<file path="src/rtl/alu_request_scheduler_pkg.sv">
// Shared types for the ALU request scheduler: ALU op codes and scheduler FSM states.
package alu_pkg;

    typedef enum logic [1:0] {
        OP_ADD = 2'b00,
        OP_SUB = 2'b01,
        OP_MUL = 2'b10,
        OP_DIV = 2'b11
    } op_e;

    typedef enum logic [1:0] {
        IDLE  = 2'b00,
        ISSUE = 2'b01,
        WAIT  = 2'b10,
        RESP  = 2'b11
    } state_e;

endpackage

</file>
<file path="src/rtl/alu_request_scheduler_rr_arbiter.sv">
// Round-robin arbiter: combinational one-hot pick starting at the pointer,
// pointer moves to one past the served requester on an advance strobe.
module rr_arbiter #(
    parameter int N_REQ = 4
) (
    input  logic                       i_clk,
    input  logic                       i_rst,
    input  logic [N_REQ-1:0]           i_req,
    input  logic                       i_advance,
    input  logic [$clog2(N_REQ)-1:0]   i_advanceIdx,
    output logic [N_REQ-1:0]           o_grant,
    output logic [$clog2(N_REQ)-1:0]   o_grantIdx,
    output logic                       o_grantValid
);

    localparam int IDX_W = $clog2(N_REQ);

    logic [IDX_W-1:0] r_ptr;
    logic [IDX_W:0]   w_cand;

    // Walk N_REQ candidates from the pointer, wrapping, and keep the first set bit.
    always_comb begin
        o_grant      = '0;
        o_grantIdx   = '0;
        o_grantValid = 1'b0;
        w_cand       = '0;
        for (int i = 0; i < N_REQ; i++) begin
            w_cand = {1'b0, r_ptr} + (IDX_W+1)'(i);
            if (w_cand >= (IDX_W+1)'(N_REQ)) begin
                w_cand = w_cand - (IDX_W+1)'(N_REQ);
            end
            if (!o_grantValid && i_req[w_cand[IDX_W-1:0]]) begin
                o_grantValid                = 1'b1;
                o_grantIdx                  = w_cand[IDX_W-1:0];
                o_grant[w_cand[IDX_W-1:0]] = 1'b1;
            end
        end
    end

    always_ff @(posedge i_clk) begin
        if (!i_rst) begin
            r_ptr <= '0;
        end else if (i_advance) begin
            if (i_advanceIdx == IDX_W'(N_REQ-1)) begin
                r_ptr <= '0;
            end else begin
                r_ptr <= i_advanceIdx + 1'b1;
            end
        end
    end

endmodule

</file>
<file path="src/rtl/alu_request_scheduler.sv">
// Shares one sequential ALU between N_REQ requesters: round-robin grant, operand
// latch, start/finish handshake, and a watchdog that aborts hung transactions.
module alu_request_scheduler
    import alu_pkg::*;
#(
    parameter int N_REQ       = 4,
    parameter int DATA_W      = 8,
    parameter int WDOG_CYCLES = 64
) (
    input  logic                  clk,
    input  logic                  rst,
    input  logic [N_REQ-1:0]      req,
    input  logic [2*N_REQ-1:0]    req_op,
    input  logic [DATA_W*N_REQ-1:0] req_a,
    input  logic [DATA_W*N_REQ-1:0] req_b,
    output logic [N_REQ-1:0]      gnt,
    output logic [N_REQ-1:0]      done,
    output logic                  err,
    output logic [2*DATA_W-1:0]   result,
    output logic                  alu_start,
    output logic [1:0]            alu_op,
    output logic [DATA_W-1:0]     alu_a,
    output logic [DATA_W-1:0]     alu_b,
    input  logic                  alu_finish,
    input  logic [2*DATA_W-1:0]   alu_result,
    output logic                  busy
);

    localparam int IDX_W = $clog2(N_REQ);
    localparam int WD_W  = $clog2(WDOG_CYCLES);
    localparam logic [WD_W-1:0] WD_LAST = WD_W'(WDOG_CYCLES-1);

    state_e               r_state;
    logic [N_REQ-1:0]     r_gnt;
    logic [N_REQ-1:0]     r_done;
    logic                 r_err;
    logic [2*DATA_W-1:0]  r_result;
    logic                 r_aluStart;
    op_e                  r_aluOp;
    logic [DATA_W-1:0]    r_aluA;
    logic [DATA_W-1:0]    r_aluB;
    logic                 r_busy;
    logic [IDX_W-1:0]     r_winner;
    logic [WD_W-1:0]      r_wdog;

    logic [N_REQ-1:0]     w_grant;
    logic [IDX_W-1:0]     w_grantIdx;
    logic                 w_grantValid;
    logic                 w_advance;
    logic [WD_W-1:0]      w_wdogNext;
    logic                 w_wdogExpire;
    logic [1:0]           w_reqOp [N_REQ];
    logic [DATA_W-1:0]    w_reqA  [N_REQ];
    logic [DATA_W-1:0]    w_reqB  [N_REQ];

    for (genvar g = 0; g < N_REQ; g++) begin : g_unpack
        assign w_reqOp[g] = req_op[2*g +: 2];
        assign w_reqA[g]  = req_a[DATA_W*g +: DATA_W];
        assign w_reqB[g]  = req_b[DATA_W*g +: DATA_W];
    end

    rr_arbiter #(
        .N_REQ(N_REQ)
    ) u_arbiter (
        .i_clk        (clk),
        .i_rst        (rst),
        .i_req        (req),
        .i_advance    (w_advance),
        .i_advanceIdx (r_winner),
        .o_grant      (w_grant),
        .o_grantIdx   (w_grantIdx),
        .o_grantValid (w_grantValid)
    );

    assign w_advance = (r_state == RESP);

    // Saturating watchdog; expiry fires in the WAIT cycle where the count reaches WDOG_CYCLES-1.
    assign w_wdogNext   = (r_wdog == '1) ? r_wdog : r_wdog + 1'b1;
    assign w_wdogExpire = (w_wdogNext == WD_LAST);

    always_ff @(posedge clk) begin
        if (!rst) begin
            r_state    <= IDLE;
            r_gnt      <= '0;
            r_done     <= '0;
            r_err      <= 1'b0;
            r_result   <= '0;
            r_aluStart <= 1'b0;
            r_aluOp    <= OP_ADD;
            r_aluA     <= '0;
            r_aluB     <= '0;
            r_busy     <= 1'b0;
            r_winner   <= '0;
            r_wdog     <= '0;
        end else begin
            r_aluStart <= 1'b0;
            r_done     <= '0;
            case (r_state)
                IDLE: begin
                    if (w_grantValid) begin
                        r_winner   <= w_grantIdx;
                        r_aluOp    <= op_e'(w_reqOp[w_grantIdx]);
                        r_aluA     <= w_reqA[w_grantIdx];
                        r_aluB     <= w_reqB[w_grantIdx];
                        r_gnt      <= w_grant;
                        r_aluStart <= 1'b1;
                        r_busy     <= 1'b1;
                        r_state    <= ISSUE;
                    end
                end
                ISSUE: begin
                    r_wdog  <= '0;
                    r_state <= WAIT;
                end
                WAIT: begin
                    r_wdog <= w_wdogNext;
                    // A finish on the expiry cycle still counts as a good completion.
                    if (alu_finish) begin
                        r_result <= alu_result;
                        r_err    <= 1'b0;
                        r_done   <= r_gnt;
                        r_state  <= RESP;
                    end else if (w_wdogExpire) begin
                        r_result <= '0;
                        r_err    <= 1'b1;
                        r_done   <= r_gnt;
                        r_state  <= RESP;
                    end
                end
                RESP: begin
                    r_gnt    <= '0;
                    r_result <= '0;
                    r_err    <= 1'b0;
                    r_busy   <= 1'b0;
                    r_state  <= IDLE;
                end
                default: r_state <= IDLE;
            endcase
        end
    end

    assign gnt       = r_gnt;
    assign done      = r_done;
    assign err       = r_err;
    assign result    = r_result;
    assign alu_start = r_aluStart;
    assign alu_op    = r_aluOp;
    assign alu_a     = r_aluA;
    assign alu_b     = r_aluB;
    assign busy      = r_busy;

endmodule

</file>
<file path="config.mk">
export PLATFORM = sky130hd
export DESIGN_NAME = alu_request_scheduler
export DESIGN_NICKNAME = d
export VERILOG_FILES = /design/src/rtl/alu_request_scheduler_pkg.sv /design/src/rtl/alu_request_scheduler_rr_arbiter.sv /design/src/rtl/alu_request_scheduler.sv
export SDC_FILE = /design/constraint.sdc
export NUM_CORES = 1
export LEC_CHECK = 0
export CAP_MARGIN = 25
export CORE_MARGIN = 2
export CORE_UTILIZATION = 44
export CTS_CLUSTER_SIZE = 14
export DETAILED_ROUTE_END_ITERATION = 7
export PLACE_DENSITY = 0.78
export REMOVE_ABC_BUFFERS = 1
export SLEW_MARGIN = 40
export SYNTH_ARGS = -nofsm -noshare
export SYNTH_HDL_FRONTEND = slang
export SYNTH_SLANG_ARGS = --single-unit
export TNS_END_PERCENT = 30
</file>
<file path="constraint.sdc">
create_clock -name clk -period 3.57 [get_ports clk]
set_clock_uncertainty 0.2 [all_clocks]
set_input_delay 0.357 -clock clk [delete_from_list [all_inputs] [get_ports clk]]
set_output_delay 0.357 -clock clk [all_outputs]
set_load 0.02 [all_outputs]
</file>
# Word-level counts from Yosys, hierarchy flattened
# Cells that the tools add are included.
[word_totals]
inputBits = 95
latch_bits = 0
n_memories = 0
out_inout_bits = 45
ramBits = 0
elab_cells = 128
romBits = 0
ff_bits = 57
[classes]
n_div = 0
n_bitwise = 4
eq_ne = 8
muxes = 61
n_reduce_logical = 20
add_sub_neg = 9
n_shift = 0
mul = 0
order_cmp = 13
[op_table]
columns = ["op", "n"]
rows = [
  ["binary-select mux 8 bit (select 2 bit)", 2],
  ["two-way mux 16 bit", 2],
  ["two-way mux 8 bit", 4],
  ["one-hot mux 16 bit (2 select lines)", 1],
  ["two-way mux 2 bit", 14],
  ["two-way mux 4 bit", 7],
  ["two-way mux 1 bit", 16],
  ["equality test 6 bit (second input constant)", 2],
  ["greater-or-equal comparator 3 bit (second input constant)", 4],
  ["less-than comparator 2 x 3 -> 1 bit (second input constant)", 4],
  ["OR 4 bit", 3],
  ["one-hot mux 6 bit (2 select lines)", 1],
  ["AND reduction 2 bit", 6],
  ["binary-select mux 1 bit (select 2 bit)", 4],
  ["demux 1 bit (select 2 bit)", 4],
  ["greater-or-equal comparator 2 x 1 -> 1 bit (second input constant)", 4],
  ["one-hot mux 2 bit (4 select lines)", 1],
  ["one-hot mux 4 bit (2 select lines)", 1],
  ["subtractor 2 x 1 -> 2 bit (second input constant)", 4],
  ["logical AND 1 bit", 7],
  ["adder 2 x 2 -> 3 bit (second input constant)", 2],
  ["adder 6 x 1 -> 6 bit (second input constant)", 1],
  ["equality test 2 bit (second input constant)", 3],
  ["two-way mux 6 bit", 1],
  ["12 further kinds", 17],
]

# Longest topological paths before layout
[depth]
depth_word = 18
mapped_depth = 13
ltp_nobuf = 8

# Hierarchy
# A second synthesis with hierarchy kept.
[hier_totals]
cells_unflattened = 349
area_unflattened_um2 = 3240.6
[by_module_without_submodules]
columns = ["mod", "seq_area_each_um2", "cells_each", "n_inst", "area_each_um2"]
rows = [
  ["alu_request_scheduler", 1101.1, 283, 1, 2668.8],
  ["rr_arbiter", 40.0, 66, 1, 571.8],
]

# Worst setup path before layout
# OpenSTA, ideal clock, no wires.
[synth_timing]
path_type = "reg-to-reg"
start = "register u_arbiter.r_ptr[0]"
end = "register r_aluA[0] (netlist: alu_a[0])"
slack_ns = 0.284
path_stages_with_launch = 12
setup_time_ns = 0.069
synth_period_minus_slack_ns = 3.286
n_path_buf = 4
required_time_ns = 3.301
arrival_time_ns = 3.017
cell_sequence = "dfxtp_1 > buf_6 > clkbuf_1 > inv_1 > ha_1 > clkbuf_1 > mux4_2 > a222oi_1 > o22ai_2 > buf_6 > mux2_1 > o21ai_1"
[synth_via]
elab_chain_len = 18
word_cells_on_any_way = 42
cone_classes = "add/sub (7); order compare (4); mux (23); bitwise (1); reduce/logical (7)"
[synth_lines]
columns = ["element", "line_no", "source"]
rows = [
  ["start, declared", "alu_request_scheduler_rr_arbiter.sv:18", "logic [IDX_W-1:0] r_ptr;"],
  ["start signal, assigned", "alu_request_scheduler_rr_arbiter.sv:47", "r_ptr <= i_advanceIdx + 1'b1;"],
  ["branches (longest 18 deep; another with adder 2 x 1 -> 3 bit)", "--", ""],
  ["end signal, assigned", "alu_request_scheduler.sv:103", "r_aluA <= w_reqA[w_grantIdx];"],
  ["end, declared", "alu_request_scheduler.sv:40", "logic [DATA_W-1:0] r_aluA;"],
]
# Parallel ways; which one is timed is not known. The select of a mux whose other input is x is not followed.
# A chain may end at the register's enable or synchronous reset.

# Worst setup path after layout
[layout_timing]
start = "register u_arbiter.r_ptr[0]"
end = "register r_aluOp[0] (netlist: alu_op[0])"
[layout_via]
elab_chain_len = 18
word_cells_on_any_way = 42
cone_classes = "add/sub (7); order compare (4); mux (23); bitwise (1); reduce/logical (7)"
[layout_lines]
columns = ["element", "line_no", "source"]
rows = [
  ["branches (longest 18 deep; another with adder 2 x 1 -> 3 bit)", "--", ""],
  ["end signal, assigned", "alu_request_scheduler.sv:102", "r_aluOp <= op_e'(w_reqOp[w_grantIdx]);"],
  ["end, declared", "alu_request_scheduler.sv:39", "op_e r_aluOp;"],
]
# Parallel ways; which one is timed is not known. The select of a mux whose other input is x is not followed.

==> results.json <==
{
  "dieArea_um2": 8448,
  "grt-ovfl-total": 0,
  "swShare": 0.3596,
  "grt_max_degree": 37,
  "cts_setup_buffers": 0,
  "finalSetupViolCount": 0,
  "ctsHoldBuffers": 0,
  "synth_warnings": 0,
  "cts.clk_slew.worst_paths_ns": 0.07,
  "vdd_drop_max_mv": 0.3374,
  "p_leak_nw": 1.946,
  "synth.largest_area_cell": "dfxtp_1",
  "firstDrtPassIters": 4,
  "clockPowerShare": 0.234,
  "portBuffers": 139,
  "max-slew-margin-rel": 0.4934,
  "outcome": "completed",
  "rsz0062_at_grt": "no",
  "fp.dieH_um": 91.92,
  "drive_above_1_share": 0.09073,
  "drt_iter0_markers": 102,
  "critPathArrivalTime_ns": 3.11,
  "synth_top_flop_cell": "dfxtp_1",
  "vias_per_cell": 5.219,
  "cpMaxStageDelayCell": "o22ai_4",
  "tns_ns": 0,
  "clockBufferDepth": 2,
  "ys_seq_elements": 57,
  "min_period_ns": 3.075,
  "root_buffer": "clkbuf_8",
  "synth_common_cells": "mux2i_1, dfxtp_1, nand2_1, nand3_1, o21ai_0",
  "avgSynthCellArea_um2": 8.879,
  "end_kind": "flop",
  "fp.dieW_um": 91.92,
  "multi_input_area_um2": 2103,
  "hpwl_um": 6582,
  "total_power_w": 0.002918,
  "avgRoutedWirePerCell_um": 14.15,
  "first_global_vias": 3176,
  "boundaryPins": 140,
  "fin_ws_ns": 0.4953,
  "synth.most_common_cell": "mux2i_1",
  "cts_tree": "built",
  "grt_pass1_wl_um": 14180,
  "period_share": 0.8613,
  "whs_ns": 0.2548,
  "syn_to_final_growth_pct": 49.78,
  "reg2regPathDepth": 8,
  "pre_cts_ws_ns": 0.4361,
  "numCtsBuffers": 9,
  "start_util": 0.4470,
  "crit_type": "flop to flop",
  "cp_cell_sequence": "inv_1 -> ha_1 -> and3b_1 -> o2111ai_1 -> nand3_1 -> o22ai_4 -> mux2_2 -> o21ai_0",
  "cp-start-kind": "flop",
  "track_usage": 0.2046,
  "nets": 621,
  "netlist.area_leader.share": 0.3355,
  "clkSinkCount": 57,
  "synth-edff-count": 0,
  "cap_viol_max_count": 0,
  "worst_pin_slew_ns": 0.7599,
  "antenna_found_initial": 0,
  "hold_path_depth": 2,
  "synthArstFlopShare": 0,
  "gp_congestion": 0.8417,
  "antenna_cells": 0,
  "yosysSeqAreaShare": 0.3355,
  "post_cts_resized": 0,
  "core_um2": 7607,
  "synthCells": 383,
  "cp_slowest_stage_delay_ns": 0.68,
  "p_seq_frac": 0.296,
  "fillCellCount": 657,
  "h-tree-depth": 3,
  "ys_types": 47,
  "p_sw_w": 0.001049,
  "p_per_area_nw_per_um2": 572.8,
  "pwr-share-comb": 0.470,
  "rows": 32,
  "drc": 0,
  "internal-power_w": 0.001869,
  "synth.top_cells.by_area": "dfxtp_1, mux2i_1, nand2_1, ha_1, nand3_1",
  "fin_util": 0.6696,
  "syn_area_um2": 3401,
  "hold_viol": 0,
  "regArea_um2": 1141,
  "cp_max_fo": 19,
  "ant_nets": 0,
  "crit_required_ns": 3.61,
  "clk_latency_ns": 0.32,
  "worstHoldPathType": "flop to flop",
  "slew_viol_final": 0,
  "vias": 3236,
  "wl_um": 8774,
  "max_freq_mhz": 325.2
}
==> power by group through the flow <==
stage | combinational [W] | clock [W] | sequential, W
after floorplan | 0.000664 | 0 | 0.00103
after global placement | 0.00134 | 0 | 0.000871
after detailed placement | 0.00138 | 0 | 0.000878
after CTS | 0.00138 | 0.000697 | 0.000864
after global routing | 0.00148 | 0.000733 | 0.000881
final | 0.00137 | 0.000683 | 0.000865
==> final timing paths <==
check                                        start   endpoint  slack (ns)
worst max-delay path            u_arbiter.r_ptr[0]  alu_op[0]        0.50
worst min-delay path                      alu_a[4]   alu_a[4]        0.25
worst max register to register  u_arbiter.r_ptr[0]  alu_op[0]        0.50
worst min register to register            alu_a[4]   alu_a[4]        0.25
==> layout make-up <==
cell class                      instances  share of cell area
Multi-Input combinational cell        289              0.4129
Timing Repair Buffer                  147              0.2864
Sequential cell                        57              0.2240
Clock buffer                           11             0.02972
Tap cell                              102             0.02506
Clock inverter                          5             0.01523
Inverter                                9            0.006632
==> cells by family after synthesis <==
group	share of synthesized area
buffers and inverters	0.05040
adders and majority gates	0.04783
AOI/OAI and AO/OA	0.1310
DFF	0.3355
muxes	0.2631
and+or+nand+nor	0.1696
xor gates and xnor gates	0.002576
==> state kept, by name, summed over array words and instances, names as in the netlist <==
name,count
r_wdog,6
result,16
alu_start,1
alu_b,8
r_winner,2
done,4
u_arbiter.r_ptr,2
alu_a,8
alu_op,2
busy,1
r_state,2
gnt,4
err,1
==> per-layer routing <==
| layer | global-route usage | share of wire | up-vias |
|---|---|---|---|
| met2 | 0.3725 | 0.50 | 114 |
| met4 | 0.05473 | 0.0075 | 0 |
| li1 | - | - | 1614 |
| met1 | 0.2314 | 0.42 | 1500 |
| met5 | 0 | 0 | - |
| met3 | 0.06163 | 0.073 | 8 |
==> layout by cell type, fill, tap and decap left out, types with 2 or more instances in the layout <==
master	netlist	layout
a21boi_0	5	5
a21o_1	2	2
a21oi_1	8	8
a22o_1	6	6
a22oi_1	4	4
and2_1	8	8
and3_1	3	3
buf_4	2	7
bufinv_16	0	2
clkbuf_8	0	11
clkdlybuf4s50_1	0	138
clkinv_2	0	2
dfxtp_1	57	57
ha_1	13	13
inv_1	9	9
mux2_1	7	7
mux2_2	11	11
mux2_4	2	2
mux2i_1	59	59
mux4_2	2	2
nand2_1	56	56
nand2b_1	2	2
nand3_1	27	26
nand4_1	4	4
nor2_1	15	14
nor2b_1	5	5
nor3b_1	2	2
o21ai_0	20	20
o21ai_1	9	9
==> critical path, delay by kind of cell, from the launching register on <==
kind / cells / cell delay, ns
muxes: 1 / 0.40
AOI/OAI and AO/OA: 3 / 1.04
DFF: 1 / 0.33
and+or+nand+nor: 2 / 0.49
adders and majority gates: 1 / 0.44
buffers and inverters: 1 / 0.08
==> stage by stage <==
step | cell area [µm²] | cells
finish | 5094 | 620
global route | 5094 | 620
CTS | 5094 | 620
detailed placement | 4865 | 604
global placement | 4855 | 604
floorplan | 3263 | 355
Note: power is estimated with default switching activity, not from simulation.
